[config.mk]
export PLATFORM = sky130hd
export DESIGN_NAME = jam_search
export DESIGN_NICKNAME = d
export VERILOG_FILES = /design/src/rtl/jam_search.sv
export SDC_FILE = /design/constraint.sdc
export NUM_CORES = 1
export LEC_CHECK = 0
export ABC_AREA = 1
export BUFFER_PORTS_ARGS = -buffer_cell sky130_fd_sc_hd__buf_2
export CORE_MARGIN = 2
export CORE_UTILIZATION = 60
export DETAILED_ROUTE_END_ITERATION = 6
export PLACE_DENSITY = 0.8
export SYNTH_ARGS = -nofsm -noshare
export SYNTH_HDL_FRONTEND = slang
export SYNTH_SLANG_ARGS = --single-unit
[constraint.sdc]
create_clock -name CLK -period 14.9 [get_ports CLK]
set_input_delay 1.49 -clock CLK [delete_from_list [all_inputs] [get_ports CLK]]
set_output_delay 1.49 -clock CLK [all_outputs]
set_load 0.02 [all_outputs]
[src/rtl/jam_search.sv]
`timescale 1ns/1ps
`default_nettype none
// ============================================================================
// Module   : jam_search
// Brief    : Exhaustive N-worker/N-job assignment search over all permutations
//            in lexicographic order; reports best total, tie count, first best.
// Revision : 1.0 - initial release
// ============================================================================
module jam_search #(
    parameter  int N      = 8,
    parameter  int COST_W = 7,
    parameter  int CNT_W  = 16,
    localparam int IW     = (N > 2) ? $clog2(N) : 1,
    localparam int SUM_W  = COST_W + $clog2(N)
) (
    input  logic                CLK,
    input  logic                RST,
    input  logic                Start,
    input  logic                Mode,
    output logic [IW-1:0]       W,
    output logic [IW-1:0]       J,
    input  logic [COST_W-1:0]   Cost,
    output logic                Busy,
    output logic                Valid,
    output logic [SUM_W-1:0]    BestCost,
    output logic [CNT_W-1:0]    MatchCount,
    output logic [N*IW-1:0]     BestPerm
);

    typedef enum logic [1:0] {
        S_IDLE  = 2'd0,
        S_FETCH = 2'd1,
        S_EVAL  = 2'd2,
        S_DONE  = 2'd3
    } state_t;

    state_t                 r_state;
    state_t                 w_state_nxt;

    logic [N-1:0][IW-1:0]   r_perm;
    logic [N-1:0][IW-1:0]   r_best_perm;
    logic [IW-1:0]          r_idx;
    logic [SUM_W-1:0]       r_sum;
    logic [SUM_W-1:0]       r_best;
    logic [CNT_W-1:0]       r_count;
    logic                   r_mode;
    logic                   r_first;

    logic [N-1:0][IW-1:0]   w_perm_ident;
    logic [N-1:0][IW-1:0]   w_perm_swp;
    logic [N-1:0][IW-1:0]   w_perm_nxt;
    logic                   w_has_pivot;
    int                     w_piv;
    int                     w_succ;
    logic [IW-1:0]          w_piv_val;
    logic [IW-1:0]          w_succ_val;
    logic                   w_better;
    logic                   w_last_fetch;

    always_comb begin
        w_perm_ident = '0;
        for (int k = 0; k < N; k++) begin
            w_perm_ident[k] = IW'(k);
        end
    end

    // Next lexicographic permutation: pivot, swap with rightmost larger, reverse suffix.
    always_comb begin
        w_has_pivot = 1'b0;
        w_piv       = 0;
        for (int i = 0; i < N-1; i++) begin
            if (r_perm[i] < r_perm[i+1]) begin
                w_has_pivot = 1'b1;
                w_piv       = i;
            end
        end
        w_piv_val = '0;
        for (int k = 0; k < N; k++) begin
            if (k == w_piv) w_piv_val = r_perm[k];
        end
        w_succ     = 0;
        w_succ_val = '0;
        for (int k = 0; k < N; k++) begin
            if (k > w_piv && r_perm[k] > w_piv_val) begin
                w_succ     = k;
                w_succ_val = r_perm[k];
            end
        end
        w_perm_swp = r_perm;
        for (int k = 0; k < N; k++) begin
            if (k == w_piv)  w_perm_swp[k] = w_succ_val;
            if (k == w_succ) w_perm_swp[k] = w_piv_val;
        end
        w_perm_nxt = w_perm_swp;
        for (int k = 0; k < N; k++) begin
            for (int m = 0; m < N; m++) begin
                if (k > w_piv && m == N + w_piv - k) w_perm_nxt[k] = w_perm_swp[m];
            end
        end
    end

    assign w_better     = r_mode ? (r_sum > r_best) : (r_sum < r_best);
    assign w_last_fetch = (r_idx == IW'(N-1));

    always_ff @(posedge CLK or negedge RST) begin
        if (!RST) r_state <= S_IDLE;
        else      r_state <= w_state_nxt;
    end

    always_comb begin
        w_state_nxt = r_state;
        case (r_state)
            S_IDLE:  if (Start) w_state_nxt = S_FETCH;
            S_FETCH: if (w_last_fetch) w_state_nxt = S_EVAL;
            S_EVAL:  w_state_nxt = w_has_pivot ? S_FETCH : S_DONE;
            S_DONE:  w_state_nxt = S_IDLE;
            default: w_state_nxt = S_IDLE;
        endcase
    end

    always_ff @(posedge CLK or negedge RST) begin
        if (!RST) begin
            r_perm      <= '0;
            r_best_perm <= '0;
            r_idx       <= '0;
            r_sum       <= '0;
            r_best      <= '0;
            r_count     <= '0;
            r_mode      <= 1'b0;
            r_first     <= 1'b0;
        end else begin
            case (r_state)
                S_IDLE: begin
                    if (Start) begin
                        r_perm      <= w_perm_ident;
                        r_best_perm <= '0;
                        r_idx       <= '0;
                        r_sum       <= '0;
                        r_best      <= '0;
                        r_count     <= '0;
                        r_mode      <= Mode;
                        r_first     <= 1'b1;
                    end
                end
                S_FETCH: begin
                    r_sum <= r_sum + SUM_W'(Cost);
                    // idx parks on N-1 so W/J hold through EVAL
                    if (!w_last_fetch) r_idx <= r_idx + IW'(1);
                end
                S_EVAL: begin
                    if (r_first || w_better) begin
                        r_best      <= r_sum;
                        r_count     <= CNT_W'(1);
                        r_best_perm <= r_perm;
                        r_first     <= 1'b0;
                    end else if (r_sum == r_best) begin
                        if (r_count != {CNT_W{1'b1}}) r_count <= r_count + CNT_W'(1);
                    end
                    if (w_has_pivot) begin
                        r_perm <= w_perm_nxt;
                        r_sum  <= '0;
                        r_idx  <= '0;
                    end
                end
                default: ;
            endcase
        end
    end

    always_comb begin
        J = '0;
        for (int k = 0; k < N; k++) begin
            if (r_idx == IW'(k)) J = r_perm[k];
        end
    end

    assign W          = r_idx;
    assign Busy       = (r_state == S_FETCH) || (r_state == S_EVAL);
    assign Valid      = (r_state == S_DONE);
    assign BestCost   = r_best;
    assign MatchCount = r_count;
    assign BestPerm   = r_best_perm;

endmodule
`default_nettype wire

# Yosys cells after proc, flatten, opt, wreduce, memory -nomap -nowiden
# Cells that the tools add are included.
[totals]
reg_bits = 91
latch_bits = 0
ram_bits = 0
romBits = 0
inputBits = 11
output_inout_bits = 58
wordCells = 392
memories = 0
[classes]
n_addsub = 11
n_mul = 0
div_mod_pow = 0
order_cmp = 25
eq_ne = 89
shifts = 0
mux = 151
bitwise = 0
reduce_logical = 93
[op_table]
columns = ["op", "count"]
rows = [
  ["4-bit by 32-bit equality test with 1-bit output (first input constant)", 40],
  ["3-bit by 32-bit equality test with 1-bit output (first input constant)", 20],
  ["32-bit two-way mux", 11],
  ["2-bit by 32-bit equality test with 1-bit output (first input constant)", 10],
  ["3-bit two-way mux", 106],
  ["32-bit zero test", 9],
  ["4-bit by 32-bit greater-than comparator with 1-bit output (first input constant)", 4],
  ["32-bit by 4-bit subtractor with 32-bit output (second input constant)", 4],
  ["24-bit two-way mux", 4],
  ["24-bit case mux with 2 select lines", 2],
  ["1-bit logical AND", 71],
  ["3-bit by 32-bit greater-than comparator with 1-bit output (first input constant)", 2],
  ["16-bit two-way mux", 4],
  ["32-bit by 3-bit subtractor with 32-bit output (second input constant)", 2],
  ["5-bit by 32-bit adder with 32-bit output (first input constant)", 1],
  ["1-bit by 32-bit greater-than comparator with 1-bit output (first input constant)", 1],
  ["2-bit by 32-bit greater-than comparator with 1-bit output (first input constant)", 1],
  ["16-bit case mux with 2 select lines", 1],
  ["32-bit by 2-bit subtractor with 32-bit output (second input constant)", 1],
  ["10-bit two-way mux", 3],
  ["10-bit case mux with 3 select lines", 1],
  ["3-bit greater-than comparator", 8],
  ["3-bit < comparator", 7],
  ["10-bit case mux with 2 select lines", 1],
  ["other kinds (27)", 55],
]

# Longest topological paths before layout
[depth]
depth_word = 38
mapped_depth = 53
mapped_depth_nobuf = 53

# Worst setup path after synthesis
# Ideal clock, no wire load.
[synth_path]
kind = "register to register"
start = "register r_perm[20] (netlist bit)"
end = "register r_perm[21] (netlist bit)"
setup_time_ps = 117
arrival_ps = 4889
t_required_ps = 14783
slack_ps = 9895
path_stages_with_launch = 43
n_path_buf = 0
synth_period_minus_slack_ps = 5005
path_cell_list = "dfrtp_1 > inv_1 > ha_1 > a21oi_1 > nand2_4 > nand3_1 > nand2_4 > inv_1 > ha_1 > clkinv_1 > nor2_1 > nand2_1 > o21ai_0 > o22ai_1 > nand2_1 > o21ai_0 > o21ai_0 > o211ai_1 > [7 not listed] > nand2_1 > nor2_1 > o21ai_1 > nand3_1 > nand2_1 > nand2_1 > nand2_1 > nand2_1 > o21bai_1 > nand2_1 > o21ai_0 > inv_1 > nand2_1 > nand2_1 > nand3_1 > nand3_1 > nand2_1 > nand2_1"
[synth_via]
elab_chain_len = 34
elab_cells_between_ends = 115
classes_between = "add/sub: 2; order compare: 18; eq/ne: 22; mux: 53; reduce/logical: 20"
[synth_rtl]
columns = ["item", "line_no", "text"]
rows = [
  ["start, declared", "40", "logic [N-1:0][IW-1:0] r_perm;"],
  ["start signal, assigned", "135", "r_perm <= w_perm_ident;"],
  ["start signal, assigned", "160", "r_perm <= w_perm_nxt;"],
  ["parallel branches: the longest is 34 deep, another holds 3-bit < comparator", "-", ""],
]
# Several ways; the timed one is not identified. The select of a mux whose other input is x is not followed.
# A chain may end at the register's enable or synchronous reset.

# Worst setup path in the final report
[layout_path]
start = "register r_perm[17] (netlist bit)"
end = "register r_perm[8] (netlist bit)"
[layout_via]
elab_chain_len = 35
elab_cells_between_ends = 117
classes_between = "add/sub: 2; order compare: 18; eq/ne: 22; mux: 55; reduce/logical: 20"
[layout_rtl]
columns = ["item"]
rows = [
  ["parallel branches: the longest is 35 deep, another holds 3-bit < comparator"],
]
# Several ways; the timed one is not identified. The select of a mux whose other input is x is not followed.

==> flow_metrics.env <==
export IMPL_status="complete, no violations"
export IMPL_hold_depth=2
export IMPL_cp_slowest_cell="dfrtp_1"
export IMPL_hpwl_mm=22.2
export IMPL_clockRootBuffer="clkbuf_16"
export IMPL_cp_arrival_ps=7450
export IMPL_synth_area_leaders="dfrtp_1 27%, nand2_1 13%, ha_1 9.6%"
export IMPL_dieArea_um2=15100
export IMPL_antenna_found_initial=0
export IMPL_die_w_um=123
export IMPL_synth_common_cells="305 x nand2_1, 201 x inv_1, 110 x nand3_1"
export IMPL_syn_area_um2=8490
export IMPL_syn2layout_area_growth_pct=9.88
export IMPL_first_global_vias=8745
export IMPL_n_antenna_cell=0
export IMPL_routed_wl_mm=29.2
export IMPL_nFillCells=1302
export IMPL_cts_max_level=3
export IMPL_vias=9376
export IMPL_io_pins=69
export IMPL_detail_route_antenna_nets=0
export IMPL_clk_pin_slew_ps=60
export IMPL_r2r_cells=37
export IMPL_worst_pin_slew_ps=908
export IMPL_drv_cap=0
export IMPL_slowest_delay_ps=620
export IMPL_critPathKind="register to register"
export IMPL_wire_per_inst_um=18.9
export IMPL_worstPathBufferInverterCount=5
export IMPL_rows=43
export IMPL_clock_skew_ps=13.7
export IMPL_fmax_ghz=0.138
export IMPL_drv_slew=0
export IMPL_place_area_um2=9010
export IMPL_synth_area_per_cell_um2=6.55
export IMPL_cts_sinks=91
export IMPL_rrSetupSlack_ps=7650
export IMPL_start_kind="register"
export IMPL_gp_congestion=1.16
export IMPL_drtPass1Iterations=5
export IMPL_yosysMostFrequentCell="nand2_1"
export IMPL_hp_start="BestPerm[12]$_DFFE_PN0P_"
export IMPL_grt_pass1_wl_mm=45.5
export IMPL_required_ps=15100
export IMPL_vias_per_cell=6.07
export IMPL_die_h_um=123
export IMPL_synth_largest_area_cell="dfrtp_1"
export IMPL_synth_ff_type="dfrtp_1"
export IMPL_coreArea_um2=13900
export IMPL_cts_setup_buffers=0
export IMPL_synth_edf_count=0
export IMPL_tritoncts="yes"
export IMPL_path_max_fanout=11
export IMPL_fin_area_um2=9330
export IMPL_overflow=0
export IMPL_cp_common_cell="nand2_1"
export IMPL_netlist_instances=1297
export IMPL_worst_r2r_startpoint="r_perm[17]$_DFFE_PN0P_"
export IMPL_insertion_delay_ps=350
export IMPL_ctsHoldBuffers=0
export IMPL_async_reset_ff_share_pct=100
export IMPL_start_util_pct=61.2
export IMPL_crit_path_end_kind="register"
export IMPL_yosys_warnings=0
export IMPL_groute_usage_overall_pct=39.1
export IMPL_drc_errors=0
export IMPL_holdPathEnd="BestPerm[12]$_DFFE_PN0P_"
export IMPL_ys_seq_area_share_pct=26.8
export IMPL_layout_drive_gt1_share_pct=11.8
export IMPL_fin_tns_setup_ps=0
export IMPL_cts_resized=0
export IMPL_cts_buffer_depth=2
export IMPL_hold_viol_final=0
export IMPL_setup_viol=0
export IMPL_slew_headroom_pct=39.2
export IMPL_yosys_cell_types_count=55
export IMPL_cts_buffers=9
export IMPL_synth_seq_cells=91
export IMPL_nNetsFinal=1436
export IMPL_yosysTopAreaCellShare_pct=26.8
export IMPL_grt_max_degree=60
export IMPL_period_needed_ps=7250
export IMPL_post_route_period_util_pct=48.7
export IMPL_crit_reg2reg_capture="r_perm[8]$_DFFE_PN0P_"
export IMPL_port_buffers=68
export IMPL_cp_top_family="simple AND/OR/NAND/NOR gates"
export IMPL_syn_num_nets=1374
export IMPL_drt_iter0_drc=1104
export IMPL_grt_setup_unrepaired="false"
export IMPL_hold_class="register to register"
-- registers in the layout (all words and copies together), names as in the netlist --
name        count
r_state         2
r_first         1
BestCost       10
W               3
BestPerm       24
r_mode          1
r_sum          10
r_perm         24
MatchCount     16
-- cell families after synthesis --
family                   Yosys count  synth area share [%]
AND/OR/NAND/NOR                  586                  30.9
multiplexers                       1                 0.133
adder cells (fa/ha/maj)           66                  9.81
AO/OA/AOI/OAI                    301                  20.7
buffers and inverters            248                  11.2
XOR/XNOR                           4                 0.413
flip-flops                        91                  26.8
-- layout make-up --
type,instances,area (µm²),area share (%)
clock buffer,9,225,2.41
clock inverter,7,98.8,1.06
inverter,227,860,9.21
multi-input combinational,958,5280,56.5
sequential,91,2280,24.4
tap,180,225,2.41
timing repair buffer,72,373,3.99
-- worst register-to-register path: cells and delay by family (launching register included) --
kind	cells	cell delay (ps)
AOI/OAI and AO/OA	9	1800
and+or+nand+nor	20	2840
adders and majority gates	3	960
DFF	1	620
buffers and inverters	5	900
-- layer usage --
layer | up-vias | routed length, µm | track usage, %
met3 | 121 | 3250 | 7.06
met5 | - | 0 | 0
li1 | 4424 | - | -
met1 | 4291 | 11400 | 50.5
met4 | 0 | 1530 | 22.4
met2 | 540 | 13100 | 61.5
-- cell usage in the layout, fill, tap and decap left out, types with 4 or more instances in the layout --
master and instances:
clkinv_2 4, dfrtp_1 91, nand2_1 305, nor3_1 37, inv_2 17, inv_1 201, nor2_1 78, clkbuf_16 9
nand2_4 9, o21ai_0 97, a31oi_1 4, nand3_1 110, o21bai_1 7, clkinv_1 5, buf_4 5, a22oi_1 5
nand4_1 10, o31ai_1 25, nor2_2 5, a21oi_1 88, buf_2 67, nand2_2 17, o21ai_1 24, o22ai_1 8
ha_1 65, o211ai_1 17
-- per-stage QoR --
step | hold slack [ps] | std cells | setup slack (ps) | utilization [%]
finish | 482 | 1544 | 7650 | 67.2
CTS | 484 | 1544 | 8080 | 67.2
global placement | 459 | 1528 | 8150 | 64.9
floorplan | 490 | 1297 | 9890 | -
global route | 507 | 1544 | 7460 | 67.2
detailed placement | 466 | 1528 | 8110 | 64.9
-- how the worst max path moves through the flow --
stage	cells after the start	to	slack, ps	start
final	37	r_perm[8]$_DFFE_PN0P_	7650	r_perm[17]$_DFFE_PN0P_
after floorplan	42	r_perm[21]$_DFFE_PN0P_	9890	r_perm[20]$_DFFE_PN0P_
after global routing	37	r_perm[8]$_DFFE_PN0P_	7460	r_perm[17]$_DFFE_PN0P_
after global placement	37	r_perm[8]$_DFFE_PN0P_	8150	r_perm[17]$_DFFE_PN0P_
after detailed placement	37	r_perm[8]$_DFFE_PN0P_	8110	r_perm[17]$_DFFE_PN0P_
after CTS	37	r_perm[8]$_DFFE_PN0P_	8080	r_perm[17]$_DFFE_PN0P_
Power is not shown: default switching activity piles up to over one toggle a cycle in this logic, so the estimate is an artifact.
